[config.mk]
export PLATFORM = sky130hd
export DESIGN_NAME = packet_deframer_flat
export DESIGN_NICKNAME = d
export VERILOG_FILES = /design/src/rtl/packet_deframer_if.sv /design/src/rtl/packet_deframer.sv /design/src/flat_wrapper.sv
export SDC_FILE = /design/constraint.sdc
export NUM_CORES = 1
export LEC_CHECK = 0
export CORE_MARGIN = 5
export CORE_UTILIZATION = 40
export DETAILED_ROUTE_END_ITERATION = 16
export PLACE_DENSITY = 0.74
export REMOVE_ABC_BUFFERS = 1
export SLEW_MARGIN = 20
export SYNTH_ARGS = -nofsm -noshare
export SYNTH_HDL_FRONTEND = slang
export SYNTH_SLANG_ARGS = --single-unit
export TNS_END_PERCENT = 10
[constraint.sdc]
create_clock -name clk -period 3.5 [get_ports clk]
set_input_delay 0.7 -clock clk [delete_from_list [all_inputs] [get_ports clk]]
set_output_delay 0.7 -clock clk [all_outputs]
set_load 0.01 [all_outputs]
[src/rtl/packet_deframer_if.sv]
// Bus bundle for packet_deframer: control handshake, input-memory read port,
// output-memory write port and status flags.
interface packet_deframer_if;
    logic        start;
    logic [13:0] addr_in;
    logic [13:0] addr_out;
    logic [13:0] inmem_addr;
    logic [31:0] inmem_data_i;
    logic [13:0] outmem_addr;
    logic [31:0] outmem_data_o;
    logic        outmem_we;
    logic        busy;
    logic        irq;
    logic        crc_err;
    logic        hdr_err;
    logic [4:0]  byte_cnt_o;

    modport master (
        output start, addr_in, addr_out, inmem_data_i,
        input  inmem_addr, outmem_addr, outmem_data_o, outmem_we,
               busy, irq, crc_err, hdr_err, byte_cnt_o
    );

    modport slave (
        input  start, addr_in, addr_out, inmem_data_i,
        output inmem_addr, outmem_addr, outmem_data_o, outmem_we,
               busy, irq, crc_err, hdr_err, byte_cnt_o
    );
endinterface

[src/rtl/packet_deframer.sv]
// Parses one framed packet from a byte-wide input memory, copies the payload to
// an output memory and checks its CRC-8 (poly 0x07, init 0x00, MSB first).
module packet_deframer #(
    parameter logic [3:0] SOF_MARK = 4'hC
) (
    input logic              clk,
    input logic              reset,
    packet_deframer_if.slave bus
);

    localparam logic [2:0] S_IDLE    = 3'd0;
    localparam logic [2:0] S_RD_HDR0 = 3'd1;
    localparam logic [2:0] S_RD_HDR1 = 3'd2;
    localparam logic [2:0] S_PAYLOAD = 3'd3;
    localparam logic [2:0] S_RD_CRC  = 3'd4;
    localparam logic [2:0] S_CHK     = 3'd5;
    localparam logic [2:0] S_DONE    = 3'd6;

    logic [2:0]  r_state;
    logic [13:0] r_in_base;
    logic [13:0] r_out_base;
    logic [3:0]  r_n;
    logic [4:0]  r_idx;
    logic [4:0]  r_wcnt;
    logic [7:0]  r_crc;
    logic        r_crc_err;
    logic        r_hdr_err;
    logic [4:0]  r_byte_cnt;

    logic [7:0]  w_byte;
    logic        w_we;
    logic        w_unused_hi;

    function automatic logic [7:0] crc8_byte(input logic [7:0] crc, input logic [7:0] d);
        logic [7:0] c;
        c = crc ^ d;
        for (int k = 0; k < 8; k++)
            c = c[7] ? ((c << 1) ^ 8'h07) : (c << 1);
        return c;
    endfunction

    assign w_byte      = bus.inmem_data_i[7:0];
    assign w_unused_hi = ^bus.inmem_data_i[31:8];
    // A payload byte arrives one cycle after its read: every PAYLOAD cycle but
    // the first, plus RD_CRC which carries the last byte.
    assign w_we = ((r_state == S_PAYLOAD) && (r_idx != 5'd0)) || (r_state == S_RD_CRC);

    // NOTE: all state uses non-blocking assignments so every register samples
    // pre-edge values; blocking here would create order-dependent races.
    always_ff @(posedge clk or negedge reset) begin
        if (!reset) begin
            r_state    <= S_IDLE;
            r_in_base  <= 14'd0;
            r_out_base <= 14'd0;
            r_n        <= 4'd0;
            r_idx      <= 5'd0;
            r_wcnt     <= 5'd0;
            r_crc      <= 8'd0;
            r_crc_err  <= 1'b0;
            r_hdr_err  <= 1'b0;
            r_byte_cnt <= 5'd0;
        end else begin
            case (r_state)
                S_IDLE: begin
                    if (bus.start) begin
                        r_in_base  <= bus.addr_in;
                        r_out_base <= bus.addr_out;
                        r_crc_err  <= 1'b0;
                        r_hdr_err  <= 1'b0;
                        r_crc      <= 8'd0;
                        r_idx      <= 5'd0;
                        r_wcnt     <= 5'd0;
                        r_state    <= S_RD_HDR0;
                    end
                end
                S_RD_HDR0: r_state <= S_RD_HDR1;
                S_RD_HDR1: begin
                    if (w_byte[7:4] != SOF_MARK) begin
                        r_hdr_err  <= 1'b1;
                        r_byte_cnt <= 5'd0;
                        r_state    <= S_DONE;
                    end else begin
                        r_n        <= w_byte[3:0];
                        r_byte_cnt <= {1'b0, w_byte[3:0]} + 5'd1;
                        r_state    <= S_PAYLOAD;
                    end
                end
                S_PAYLOAD: begin
                    r_idx <= r_idx + 5'd1;
                    if (r_idx == {1'b0, r_n})
                        r_state <= S_RD_CRC;
                end
                S_RD_CRC: r_state <= S_CHK;
                S_CHK: begin
                    if (w_byte != r_crc)
                        r_crc_err <= 1'b1;
                    r_state <= S_DONE;
                end
                S_DONE:  r_state <= S_IDLE;
                default: r_state <= S_IDLE;
            endcase

            if (w_we) begin
                r_crc  <= crc8_byte(r_crc, w_byte);
                r_wcnt <= r_wcnt + 5'd1;
            end
        end
    end

    // NOTE: every output gets a default before the case so no latch is inferred.
    always_comb begin
        bus.inmem_addr    = 14'd0;
        bus.outmem_addr   = 14'd0;
        bus.outmem_data_o = 32'd0;
        case (r_state)
            S_RD_HDR0: bus.inmem_addr = r_in_base;
            S_RD_HDR1: bus.inmem_addr = r_in_base + 14'd1;
            S_PAYLOAD: bus.inmem_addr = r_in_base + 14'd2 + {9'd0, r_idx};
            S_RD_CRC:  bus.inmem_addr = r_in_base + 14'd3 + {10'd0, r_n};
            default:   bus.inmem_addr = 14'd0;
        endcase
        if (w_we) begin
            bus.outmem_addr   = r_out_base + {9'd0, r_wcnt};
            bus.outmem_data_o = {24'h0, w_byte};
        end
    end

    assign bus.outmem_we  = w_we;
    assign bus.busy       = (r_state != S_IDLE);
    assign bus.irq        = (r_state == S_DONE);
    assign bus.crc_err    = r_crc_err;
    assign bus.hdr_err    = r_hdr_err;
    assign bus.byte_cnt_o = r_byte_cnt;

endmodule

[src/flat_wrapper.sv]
// flat-port wrapper written by rule: the top's interface ports become plain ports
module packet_deframer_flat 
#(
    parameter logic [3:0] SOF_MARK = 4'hC
)
  (clk, reset, bus_start, bus_addr_in, bus_addr_out, bus_inmem_data_i, bus_inmem_addr, bus_outmem_addr, bus_outmem_data_o, bus_outmem_we, bus_busy, bus_irq, bus_crc_err, bus_hdr_err, bus_byte_cnt_o);
  packet_deframer_if bus_i ();
  input logic clk;
  input logic reset;
  input wire logic [$bits(bus_i.start)-1:0] bus_start;
  input wire logic [$bits(bus_i.addr_in)-1:0] bus_addr_in;
  input wire logic [$bits(bus_i.addr_out)-1:0] bus_addr_out;
  input wire logic [$bits(bus_i.inmem_data_i)-1:0] bus_inmem_data_i;
  output wire logic [$bits(bus_i.inmem_addr)-1:0] bus_inmem_addr;
  output wire logic [$bits(bus_i.outmem_addr)-1:0] bus_outmem_addr;
  output wire logic [$bits(bus_i.outmem_data_o)-1:0] bus_outmem_data_o;
  output wire logic [$bits(bus_i.outmem_we)-1:0] bus_outmem_we;
  output wire logic [$bits(bus_i.busy)-1:0] bus_busy;
  output wire logic [$bits(bus_i.irq)-1:0] bus_irq;
  output wire logic [$bits(bus_i.crc_err)-1:0] bus_crc_err;
  output wire logic [$bits(bus_i.hdr_err)-1:0] bus_hdr_err;
  output wire logic [$bits(bus_i.byte_cnt_o)-1:0] bus_byte_cnt_o;
  assign bus_i.start = bus_start;
  assign bus_i.addr_in = bus_addr_in;
  assign bus_i.addr_out = bus_addr_out;
  assign bus_i.inmem_data_i = bus_inmem_data_i;
  assign bus_inmem_addr = bus_i.inmem_addr;
  assign bus_outmem_addr = bus_i.outmem_addr;
  assign bus_outmem_data_o = bus_i.outmem_data_o;
  assign bus_outmem_we = bus_i.outmem_we;
  assign bus_busy = bus_i.busy;
  assign bus_irq = bus_i.irq;
  assign bus_crc_err = bus_i.crc_err;
  assign bus_hdr_err = bus_i.hdr_err;
  assign bus_byte_cnt_o = bus_i.byte_cnt_o;
  packet_deframer #(.SOF_MARK(SOF_MARK)) u_core (.clk(clk), .reset(reset), .bus(bus_i));
endmodule
==> results by group, run 1 <==
Drt
  • Vias per cell: 5.37
  • Initial DRC Count: 239
  • Via count: 4509
  • Detail Route Antenna Nets: 0
  • DRT Wirelength: 13700 um
  • First-pass DRT Iterations: 6
  • DR DRC count: 0
  • WL/cell: 16.3 um

Finish
  • Share of cells above drive strength 1: 18.1%
  • Layout Cells excl Fill: 839
  • Area Growth Syn to Fin: 33.7%
  • Nets: 788
  • Post-layout util: 54.8%
  • Number of inserted diodes: 0

Logic synthesis
  • Top-count cell post-synth: nand2_1
  • Syn avg cell area: 8.13 um2
  • Synth warn: 0
  • Synth Flop Type: dfrtp_1
  • Ys async rst share: 100%
  • Cell area after synthesis: 4680 um2
  • Unique masters post-synth: 63
  • Most frequent cells after synthesis: 120 x nand2_1, 60 x dfrtp_1, 38 x o21ai_0
  • Seq/Total Area, Yosys: 32.1%
  • Synth area leader: dfrtp_1
  • Top cell type's share of synthesized area: 32.1%
  • Post-synth EDFFs: 0
  • Register bit count reported by yosys: 60
  • Area contributors post-synth: dfrtp_1 32%, nand2_1 9.6%, ha_1 8.3%, xor2_1 4.9%, buf_4 4.2%
  • Synthesized instance count: 575

Floorplanning
  • DIE AREA: 14000 um2
  • Core Rows: 39
  • Initial Utilization: 40.9%
  • Core ar.: 11400 um2
  • I/O pins: 133
  • Chip height: 118 um
  • Die Width: 118 um

Placement
  • GPL Wtd Cong: 0.910
  • DP Cell Count: 817
  • PortBufs: 84
  • Final HPWL DP: 10100 um

Timing
  • Minimum clock period: 3.51 ns
  • Final setup fails: 1
  • Worst Max-Slew Pin Slew: 0.801 ns
  • RSZ-0062 raised after global routing: yes
  • Clk_skew: 0.00951 ns
  • Slew headroom: 46.6%
  • Max-slew violations: 0
  • Tcrit/Tclk final: 100%
  • Worst hold slack: 0.455 ns
  • Highest clock rate: 285 MHz
  • Final WS setup: -0.00996 ns
  • Hold Vio Cnt, Final: 0

Global routing
  • First-pass GRT wire length: 22100 um
  • GRT Resource Usage Total: 18.9%
  • GR Overflow Total: 0
  • Number of global-route vias before repair: 4500
  • Largest net degree at the start of global routing: 36
  • Antenna violations before repair: 0

Clocking
  • Clock Latency Late Sink: 0.33 ns
  • Clk slew on worst S/H paths: 0.05 ns
  • H-tree Lvls: 3
  • CTS tree: yes
  • # clock sinks: 60
  • Clock root buffer: clkbuf_16
  • Deepest clock path buffer count: 2
  • CTS Buf Count: 9

Worst setup path
  • CP cell instances: buf_6 > ha_2 > ha_4 > fa_2 > a211oi_2 > nor2_2 > nor2_2 > o221ai_2 > buf_4 > a31oi_1 > a21oi_1 > buf_2
  • Crit path launch type: register
  • CP dominant cell by count: nor2_2
  • CP Data Required Time: 2.80 ns
  • Crit Path Max Fanout: 4
  • Critical-path top delay cell: dfrtp_1
  • CP max stage delay: 0.41 ns
  • CP endpoint kind: primary output
  • Crit-path leading delay family: adder cells
  • Kind of critical path: register to primary output
  • Worst path arrival time: 2.81 ns
  • Buf+Inv Stages, Crit Path: 3

Hold path
  • Hold Crit Class: input pin to asynchronous set/reset pin

Run status
  • Status: complete, but fails checks
  • Failing checks: negative setup slack

Power
  • Leak: 2.92 nW
  • Power Density: 952 nW/um2
  • VDD IR max: 435 uV

Run
  • Number of max-cap violations: 0
[state kept, by name, indices dropped and copies added (netlist names)]
register               cells
u_core.r_crc               8
u_core.r_in_base          14
u_core.r_out_base         14
u_core.r_state             3
u_core.r_wcnt              5
u_core.r_idx               5
u_core.bus.byte_cnt_o      5
u_core.bus.crc_err         1
u_core.bus.hdr_err         1
u_core.r_n                 4
[worst paths after layout]
| check | from | slack [ns] | endpoint | cells past startpoint |
|---|---|---|---|---|
| setup / recovery | u_core.r_in_base[0]$_DFFE_PN0P_ | -0.01 | bus_inmem_addr[13] | 12 |
| hold / removal | reset | 0.46 | u_core.r_crc[1]$_DFFE_PN0P_ | 1 |
| setup reg to reg | u_core.r_state[1]$_DFFE_PN0P_ | 1.23 | u_core.r_crc[2]$_DFFE_PN0P_ | 6 |
| hold reg to reg | u_core.bus.byte_cnt_o[2]$_DFFE_PN0P_ | 0.49 | u_core.bus.byte_cnt_o[2]$_DFFE_PN0P_ | 2 |
| max in group asynchronous | reset | 2.18 | u_core.r_state[2]$_DFFE_PN0P_ | 2 |
| min in group clk | u_core.bus.byte_cnt_o[2]$_DFFE_PN0P_ | 0.49 | u_core.bus.byte_cnt_o[2]$_DFFE_PN0P_ | 2 |
[repair_timing]
item / CTS / global route
hold buffers: 0 / 0
setup buffers: 2 / 4
endpoints found under the setup margin: 15 / 28
pin swaps: 7 / 19
hold endpoints to repair: 0 / 0
resized for setup: 51 / 39
[stage by stage]
step / setup WS [ns] / total power [mW] / cell area (um2) / TNS (ns)
2_1_floorplan: 0.502 / 3.36 / 4450 / 0
3_3_place_gp: -0.134 / 4.71 / 5760 / -0.573
3_5_place_dp: -0.141 / 4.82 / 5760 / -0.752
4_1_cts: 0.00472 / 5.78 / 6120 / 0
5_1_grt: -0.0743 / 6.44 / 6250 / -0.321
6_report: -0.00996 / 5.95 / 6250 / -0.00996
[metal layers]
metal	vias up	track usage [%]	routed length, um
met5	-	0	0
met4	0	5.09	210
met1	2188	23.5	5710
met3	20	3.94	791
li1	2153	-	-
met2	148	33.1	6950
[logic make-up after synthesis]
family,synth area share [%]
AOI/OAI and AO/OA,16.7
xor gates and xnor gates,9.34
adders and majority gates,9.58
DFF,32.1
other,0.0802
and+or+nand+nor,21.7
buffers and inverters,8.83
muxes,1.63
[where the power goes]
part | switching, mW | internal, mW
sequential | 0.394 | 0.994
clock | 0.297 | 0.546
combinational | 1.96 | 1.76
total | 2.65 | 3.30
[layout make-up]
cell class,instances,area [um2]
Tap cell,143,179
Multi-Input combinational cell,465,3040
Fill cell,1053,5160
Sequential cell,60,1510
Clock inverter,5,52.6
Clock buffer,11,233
Timing Repair Buffer,129,1140
Inverter,26,97.6
[cell usage in the layout, fill, tap and decap left out, types with 4 or more instances in the layout]
cell	instances
a21o_1	4
a21oi_1	21
a31oi_1	5
and2_1	10
and3_1	7
buf_2	6
buf_4	43
clkbuf_16	9
clkdlybuf4s50_1	69
conb_1	24
dfrtp_1	57
ha_1	22
ha_4	7
inv_1	16
inv_2	10
mux2_1	4
nand2_1	120
nand3_1	23
nor2_1	33
nor2_2	4
nor2b_1	4
nor3_1	6
o21ai_0	33
o21ai_1	16
o221ai_1	4
o31ai_1	4
xnor2_1	17
xor2_1	26
Power figures use the tool's default switching activity.
==> run 2: changes to the inputs <==
--- a/config.mk
+++ b/config.mk
@@ -6,9 +6,9 @@
 export NUM_CORES = 1
 export LEC_CHECK = 0
 export CORE_MARGIN = 5
-export CORE_UTILIZATION = 40
+export CORE_UTILIZATION = 49
 export DETAILED_ROUTE_END_ITERATION = 16
-export PLACE_DENSITY = 0.74
+export PLACE_DENSITY = 0.87
 export REMOVE_ABC_BUFFERS = 1
 export SLEW_MARGIN = 20
 export SYNTH_ARGS = -nofsm -noshare
==> run 2 against run 1 <==
Largest power group unchanged; highest routed layer unchanged; count of clock-buffer cells in the layout down 2; the run now ends clean; clock skew up 0.0016 ns; hold slack lost 0.16 ns; worst setup slack gained 0.042 ns; critical endpoint is now bus_outmem_addr[2].
==> results by group, run 2 (synthesis results as in run 1) <==
Timing
  • Max-slew violations: 0 (unchanged)
  • Worst Max-Slew Pin Slew: 0.694 ns (was 0.801 ns)
  • Minimum clock period: 3.47 ns (was 3.51 ns)
  • Final setup fails: 0 (was 1)
  • Clk_skew: 0.0111 ns (was 0.00951 ns)
  • Tcrit/Tclk final: 99.1% (was 100%)
  • Worst hold slack: 0.297 ns (was 0.455 ns)
  • RSZ-0062 raised after global routing: yes (unchanged)
  • Hold Vio Cnt, Final: 0 (unchanged)
  • Highest clock rate: 288 MHz (was 285 MHz)
  • Slew headroom: 53.6% (was 46.6%)

Global routing
  • Number of global-route vias before repair: 4675 (was 4500)
  • GRT Resource Usage Total: 23.0% (was 18.9%)
  • Largest net degree at the start of global routing: 24 (was 36)
  • GR Overflow Total: 0 (unchanged)
  • First-pass GRT wire length: 21600 um (was 22100 um)
  • Antenna violations before repair: 0 (unchanged)

Clocking
  • Clock Latency Late Sink: 0.35 ns (was 0.33 ns)
  • CTS tree: yes (unchanged)
  • Deepest clock path buffer count: 2 (unchanged)
  • Clock root buffer: clkbuf_8 (was clkbuf_16)
  • CTS Hold Bufs: 0 (unchanged)
  • # clock sinks: 60 (unchanged)
  • Clk slew on worst S/H paths: 0.08 ns (was 0.05 ns)
  • CTS Buf Count: 9 (unchanged)
  • H-tree Lvls: 3 (unchanged)

Worst setup path
  • Reg-to-reg slack, setup: 1.32 ns (was 1.23 ns)
  • FF-to-FF End: u_core.r_wcnt[3]$_DFFE_PN0P_ (was u_core.r_crc[2]$_DFFE_PN0P_)
  • CP max stage delay: 0.62 ns (was 0.41 ns)
  • Worst path arrival time: 2.77 ns (was 2.81 ns)
  • Buf+Inv Stages, Crit Path: 2 (was 3)
  • Crit Path Max Fanout: 16 (was 4)
  • Reg-to-Reg Start: u_core.r_state[0]$_DFFE_PN0P_ (was u_core.r_state[1]$_DFFE_PN0P_)
  • Critical-path top delay cell: dfrtp_1 (unchanged)
  • CP endpoint kind: primary output (unchanged)
  • Kind of critical path: register to primary output (unchanged)
  • Reg2reg path depth: 5 (was 6)
  • Crit path launch type: register (unchanged)
  • Worst Setup SP: u_core.r_state[0]$_DFFE_PN0P_ (was u_core.r_in_base[0]$_DFFE_PN0P_)
  • CP cell instances: and2b_1 > nand2_2 > o21a_4 > buf_4 > nor3_1 > clkdlybuf4s50_1 (was buf_6 > ha_2 > ha_4 > fa_2 > a211oi_2 > nor2_2 > nor2_2 > o221ai_2 > buf_4 > a31oi_1 > a21oi_1 > buf_2)
  • Crit-path leading delay family: buffers and inverters (was adder cells)
  • CP Data Required Time: 2.80 ns (about the same)

Placement
  • PortBufs: 84 (unchanged)
  • DP Cell Count: 806 (was 817)
  • GPL Wtd Cong: 0.921 (was 0.910)
  • Final HPWL DP: 9910 um (was 10100 um)

Finish
  • Area Growth Syn to Fin: 31.1% (was 33.7%)
  • Nets: 791 (was 788)
  • Number of inserted diodes: 0 (unchanged)
  • Share of cells above drive strength 1: 17.6% (was 18.1%)
  • Layout Cells excl Fill: 828 (was 839)
  • Most common cell after layout, fill and taps aside: nand2_1 (unchanged)
  • Post-layout util: 66.1% (was 54.8%)
  • Biggest regs: u_core.r_in_base x14, u_core.r_out_base x14, u_core.r_crc x8 (unchanged)
  • Commonest cells after routing, fill and taps aside: 120 x nand2_1, 68 x clkdlybuf4s50_1, 57 x dfrtp_1 (was 120 x nand2_1, 69 x clkdlybuf4s50_1, 57 x dfrtp_1)
  • Filler instances: 745 (was 1053)

Drt
  • First-pass DRT Iterations: 5 (was 6)
  • DR DRC count: 0 (unchanged)
  • Detail Route Antenna Nets: 0 (unchanged)
  • Initial DRC Count: 264 (was 239)
  • WL/cell: 16.0 um (was 16.3 um)
  • DRT Wirelength: 13300 um (was 13700 um)
  • Via count: 4543 (was 4509)
  • Vias per cell: 5.49 (was 5.37)

Floorplanning
  • Core ar.: 9280 um2 (was 11400 um2)
  • DIE AREA: 11600 um2 (was 14000 um2)
  • I/O pins: 133 (unchanged)
  • Core Rows: 35 (was 39)
  • Die Width: 108 um (was 118 um)
  • Chip height: 108 um (was 118 um)
  • Initial Utilization: 50.4% (was 40.9%)

Hold path
  • Hold Crit Class: input pin to asynchronous set/reset pin (unchanged)

Power
  • VDD IR max: 592 uV (was 435 uV)
  • Leak: 2.90 nW (was 2.92 nW)
  • Power Density: 943 nW/um2 (was 952 nW/um2)

Run status
  • Status: finished, final reports clean (was complete, but fails checks)

Run
  • Number of max-cap violations: 0 (unchanged)
-- run 2: changes by cell type in the layout (fill, tap and decap cells not counted), moves of 3 or more --
cell | previous run | this run
buf_4 | 43 | 48
ha_1 | 22 | 27
ha_4 | 7 | 4
clkbuf_16 | 9 | 0
clkbuf_8 | 0 | 9
-- run 2: repair_timing --
action / 4_1_cts / 5_1_grt
pin swaps: 5 / 9
gates resized for setup: 49 / 33
buffers inserted: 2 / 4
setup endpoints to repair: 15 / 26
-- run 2: worst max-delay path by stage --
| stage | slack [ns] | depth (start not counted) | endpoint |
|---|---|---|---|
| 6_report | 0.03 | 6 | bus_outmem_addr[2] |
| 5_1_grt | -0.10 | 14 | bus_inmem_addr[11] |
| 4_1_cts | -0.04 | 9 | bus_inmem_addr[12] |
| 3_5_place_dp | -0.19 | 13 | bus_inmem_addr[13] |
| 3_3_place_gp | -0.15 | 13 | bus_inmem_addr[13] |
| 2_1_floorplan | 0.50 | 11 | bus_inmem_addr[11] |
-- run 2: through the flow --
stage | setup TNS [ns] | area [um2] | setup WS, ns | total power [mW]
final | 0 | 6130 | 0.0316 | 5.78
after global routing | -0.448 | 6130 | -0.103 | 6.25
after CTS | -0.0731 | 6020 | -0.0351 | 5.58
after detailed placement | -0.780 | 5760 | -0.191 | 4.82
after global placement | -0.649 | 5760 | -0.153 | 4.69
after floorplan | 0 | 4450 | 0.502 | 3.36
-- run 2: where the power goes --
| part | switching [mW] | internal [mW] | total (mW) |
|---|---|---|---|
| logic | 1.97 | 1.74 | 3.71 |
| registers | 0.372 | 0.991 | 1.36 |
| clock network | 0.307 | 0.406 | 0.712 |
-- run 2: final cells by class --
type                       instances  area [um2]  area share, %
clock buffer                       9         124           2.02
clock inverter                     7        98.8           1.61
inverter                          26        97.6           1.59
multi-input combinational        465        3000           48.9
sequential                        60        1510           24.5
tap                              129         161           2.63
timing repair buffer             132        1150           18.7
-- run 2: per-layer routing --
layer / global-route usage [%] / wire [um] / up-vias
met4: 7.75 / 237 / 0
met5: 0 / 0 / -
met1: 28.9 / 5620 / 2180
li1: - / - / 2161
met3: 4.38 / 878 / 25
met2: 39.5 / 6520 / 177
==> run 3: changes to the inputs <==
==> constraint.sdc (replaced) <==
create_clock -name clk -period 3.5 [get_ports clk]
set_input_delay 1.05 -clock clk [delete_from_list [all_inputs] [get_ports clk]]
set_output_delay 1.05 -clock clk [all_outputs]
set_load 0.01 [all_outputs]
==> run 3 against run 2 <==
The flow now finishes with violations (negative setup slack); combinational power up 15%; maximum frequency down 8.7%; clock power down 13%; register-to-register slack improved by 0.10 ns; critical path depth increased by 7; sequential share of layout area down 1.4 points; clock skew barely moved; utilization up 4.0 points; sequential power about the same; hold slack better by 0.19 ns; worst setup slack got worse by 0.33 ns; largest power group unchanged; highest routed layer unchanged.
==> results by group, run 3 (synthesis results as in run 1) <==
Clocking
  • Clock Latency Late Sink: 0.34 ns (was 0.35 ns)
  • Clk slew on worst S/H paths: 0.07 ns (was 0.08 ns)
  • Clock root buffer: clkbuf_8 (unchanged)
  • # clock sinks: 60 (unchanged)
  • Deepest clock path buffer count: 2 (unchanged)
  • CTS tree: yes (unchanged)
  • CTS Buf Count: 9 (unchanged)
  • H-tree Lvls: 3 (unchanged)

Finish
  • Biggest regs: u_core.r_in_base x14, u_core.r_out_base x14, u_core.r_crc x8 (unchanged)
  • Area Growth Syn to Fin: 39.0% (was 31.1%)
  • Nets: 825 (was 791)
  • Number of inserted diodes: 0 (unchanged)
  • Share of cells above drive strength 1: 24.0% (was 17.6%)
  • Commonest cells after routing, fill and taps aside: 119 x nand2_1, 80 x buf_4, 58 x dfrtp_1 (was 120 x nand2_1, 68 x clkdlybuf4s50_1, 57 x dfrtp_1)
  • Most common cell after layout, fill and taps aside: nand2_1 (unchanged)

Timing
  • Tcrit/Tclk final: 109% (was 99.1%)
  • Slew headroom: 48.8% (was 53.6%)
  • Final setup fails: 12 (was 0)
  • Worst Max-Slew Pin Slew: 0.768 ns (was 0.694 ns)
  • Highest clock rate: 263 MHz (was 288 MHz)
  • RSZ-0062 raised after global routing: yes (unchanged)
  • Fin Setup TNS: -2.06 ns (was 0 ns)
  • Hold Vio Cnt, Final: 0 (unchanged)
  • Final WS setup: -0.299 ns (was 0.0316 ns)
  • Minimum clock period: 3.80 ns (was 3.47 ns)
  • Clk_skew: 0.0112 ns (was 0.0111 ns)
  • Max-slew violations: 0 (unchanged)
  • Worst hold slack: 0.487 ns (was 0.297 ns)

Worst setup path
  • FF-to-FF End: u_core.r_crc[4]$_DFFE_PN0P_ (was u_core.r_wcnt[3]$_DFFE_PN0P_)
  • CP endpoint kind: primary output (unchanged)
  • Buf+Inv Stages, Crit Path: 4 (was 2)
  • CP max stage delay: 0.37 ns (was 0.62 ns)
  • Capture point of the critical path: bus_inmem_addr[13] (was bus_outmem_addr[2])
  • Crit-path leading delay family: adder cells (was buffers and inverters)
  • Reg2reg path depth: 10 (was 5)
  • Critical-path top delay cell: dfrtp_1 (unchanged)
  • Worst path arrival time: 2.75 ns (was 2.77 ns)
  • Crit path launch type: register (unchanged)
  • Cell count along the critical path: 13 (was 6)
  • Worst Setup SP: u_core.r_in_base[1]$_DFFE_PN0P_ (was u_core.r_state[0]$_DFFE_PN0P_)
  • Kind of critical path: register to primary output (unchanged)
  • Reg-to-reg slack, setup: 1.42 ns (was 1.32 ns)
  • Reg-to-Reg Start: u_core.r_idx[0]$_DFFE_PN0P_ (was u_core.r_state[0]$_DFFE_PN0P_)
  • CP cell instances: inv_2 > ha_4 > inv_4 > ha_4 > fa_2 > a211oi_2 > nor2_2 > nor2_2 > o221ai_2 > buf_4 > a31oi_1 > a21oi_1 > buf_2 (was and2b_1 > nand2_2 > o21a_4 > buf_4 > nor3_1 > clkdlybuf4s50_1)
  • Crit Path Max Fanout: 4 (was 16)
  • CP Data Required Time: 2.45 ns (was 2.80 ns)

Drt
  • Detail Route Antenna Nets: 0 (unchanged)
  • DRT Wirelength: 14700 um (was 13300 um)
  • Initial DRC Count: 312 (was 264)
  • WL/cell: 17.0 um (was 16.0 um)
  • DR DRC count: 0 (unchanged)
  • First-pass DRT Iterations: 5 (unchanged)
  • Via count: 4745 (was 4543)
  • Vias per cell: 5.50 (was 5.49)

Global routing
  • GRT Resource Usage Total: 25.3% (was 23.0%)
  • Number of global-route vias before repair: 4857 (was 4675)
  • First-pass GRT wire length: 23600 um (was 21600 um)
  • Antenna violations before repair: 0 (unchanged)
  • Largest net degree at the start of global routing: 61 (was 24)
  • GR Overflow Total: 0 (unchanged)

Floorplanning
  • Die Width: 108 um (unchanged)
  • Core Rows: 35 (unchanged)
  • DIE AREA: 11600 um2 (unchanged)
  • Initial Utilization: 50.4% (unchanged)
  • I/O pins: 133 (unchanged)
  • Chip height: 108 um (unchanged)
  • Core ar.: 9280 um2 (unchanged)

Power
  • Leak: 3.22 nW (was 2.90 nW)
  • Sw Ratio: 46.1% (was 45.7%)
  • Logic gate share of total power: 68.6% (was 64.1%)
  • Cell internal pwr: 3.34 mW (was 3.14 mW)
  • VDD IR max: 554 uV (was 592 uV)
  • Reg power frac: 21.4% (was 23.6%)
  • Power Density: 955 nW/um2 (was 943 nW/um2)
  • Power after layout: 6.20 mW (was 5.78 mW)
  • Clock power share: 10.0% (was 12.3%)
  • Net switching power: 2.86 mW (was 2.65 mW)

Placement
  • Final HPWL DP: 10600 um (was 9910 um)
  • GPL Wtd Cong: 0.958 (was 0.921)
  • PortBufs: 84 (unchanged)
  • Place WS: -0.526 ns (was -0.191 ns)

Run status
  • Failing checks: negative setup slack
  • Status: complete, but fails checks (was finished, final reports clean)

Hold path
  • Hold Crit Class: register to register (was input pin to asynchronous set/reset pin)

Run
  • Number of max-cap violations: 0 (unchanged)
-- run 3: cell count changes in the layout (fill, tap and decap cells not counted), sizes merged --
cell / delta
inv: -2
dlymetal6s2s: +8
clkdlybuf4s15: +2
clkinv: +2
buf: +37
dlygate4sd2: -1
clkdlybuf4s50: -15
clkbuf: +4
bufinv: -1
-- run 3: cell type report --
class	instances	area, um2
fillers	710	2780
repair buffers	166	1400
inverters	26	105
well taps	129	161
clock inverters	6	65.1
flip-flops and latches	60	1500
clock buffers	10	128
multi-input cells	465	3130
-- run 3: power by group through the flow --
stage          logic, mW  registers (mW)  clock network, mW
2_1_floorplan       2.04            1.31                  0
3_3_place_gp        3.57            1.29                  0
3_5_place_dp        3.70            1.31                  0
4_1_cts             3.99            1.31              0.620
6_report            4.26            1.33              0.618
5_1_grt             4.63            1.36              0.658
-- run 3: metal layers --
| metal | routed length [um] | GRT usage (%) | vias up |
|---|---|---|---|
| met5 | 0 | 0 | - |
| met4 | 341 | 9.47 | 0 |
| met3 | 943 | 4.98 | 31 |
| met2 | 7370 | 44.5 | 195 |
| met1 | 6010 | 30.3 | 2290 |
| li1 | - | - | 2229 |
-- run 3: per-stage QoR --
| stage | util (%) | cells | cell area, um2 |
|---|---|---|---|
| floorplan | - | 551 | 4450 |
| global placement | 64.3 | 834 | 5970 |
| detailed placement | 64.3 | 834 | 5970 |
| CTS | 68.9 | 860 | 6400 |
| global route | 70.0 | 862 | 6500 |
| finish | 70.0 | 862 | 6500 |
-- run 3: timing repair --
| item | CTS | global route |
|---|---|---|
| pin swaps | 23 | 15 |
| setup endpoints to repair | 35 | 33 |
| buffers inserted | 10 | 2 |
| cloned | 0 | 0 |
| hold buffers | 0 | 0 |
| gates resized for setup | 104 | 36 |
-- run 3: how the worst min path moves through the flow --
stage                                               startpoint                                   end  slack (ns)  cells past startpoint
after floorplan               u_core.r_out_base[0]$_DFFE_PN0P_      u_core.r_out_base[0]$_DFFE_PN0P_        0.45                      2
after global placement    u_core.bus.byte_cnt_o[1]$_DFFE_PN0P_  u_core.bus.byte_cnt_o[1]$_DFFE_PN0P_        0.46                      2
after detailed placement      u_core.r_out_base[0]$_DFFE_PN0P_      u_core.r_out_base[0]$_DFFE_PN0P_        0.47                      2
after CTS                     u_core.r_out_base[0]$_DFFE_PN0P_      u_core.r_out_base[0]$_DFFE_PN0P_        0.49                      2
after global routing          u_core.r_out_base[0]$_DFFE_PN0P_      u_core.r_out_base[0]$_DFFE_PN0P_        0.50                      2
final                     u_core.bus.byte_cnt_o[1]$_DFFE_PN0P_  u_core.bus.byte_cnt_o[1]$_DFFE_PN0P_        0.49                      2
-- run 3: tightest hold or removal path: cells and delay by family, from the launching register on --
kind,cells,cell delay [ns]
AND/OR/NAND/NOR,2,0.10
flip-flops,1,0.35
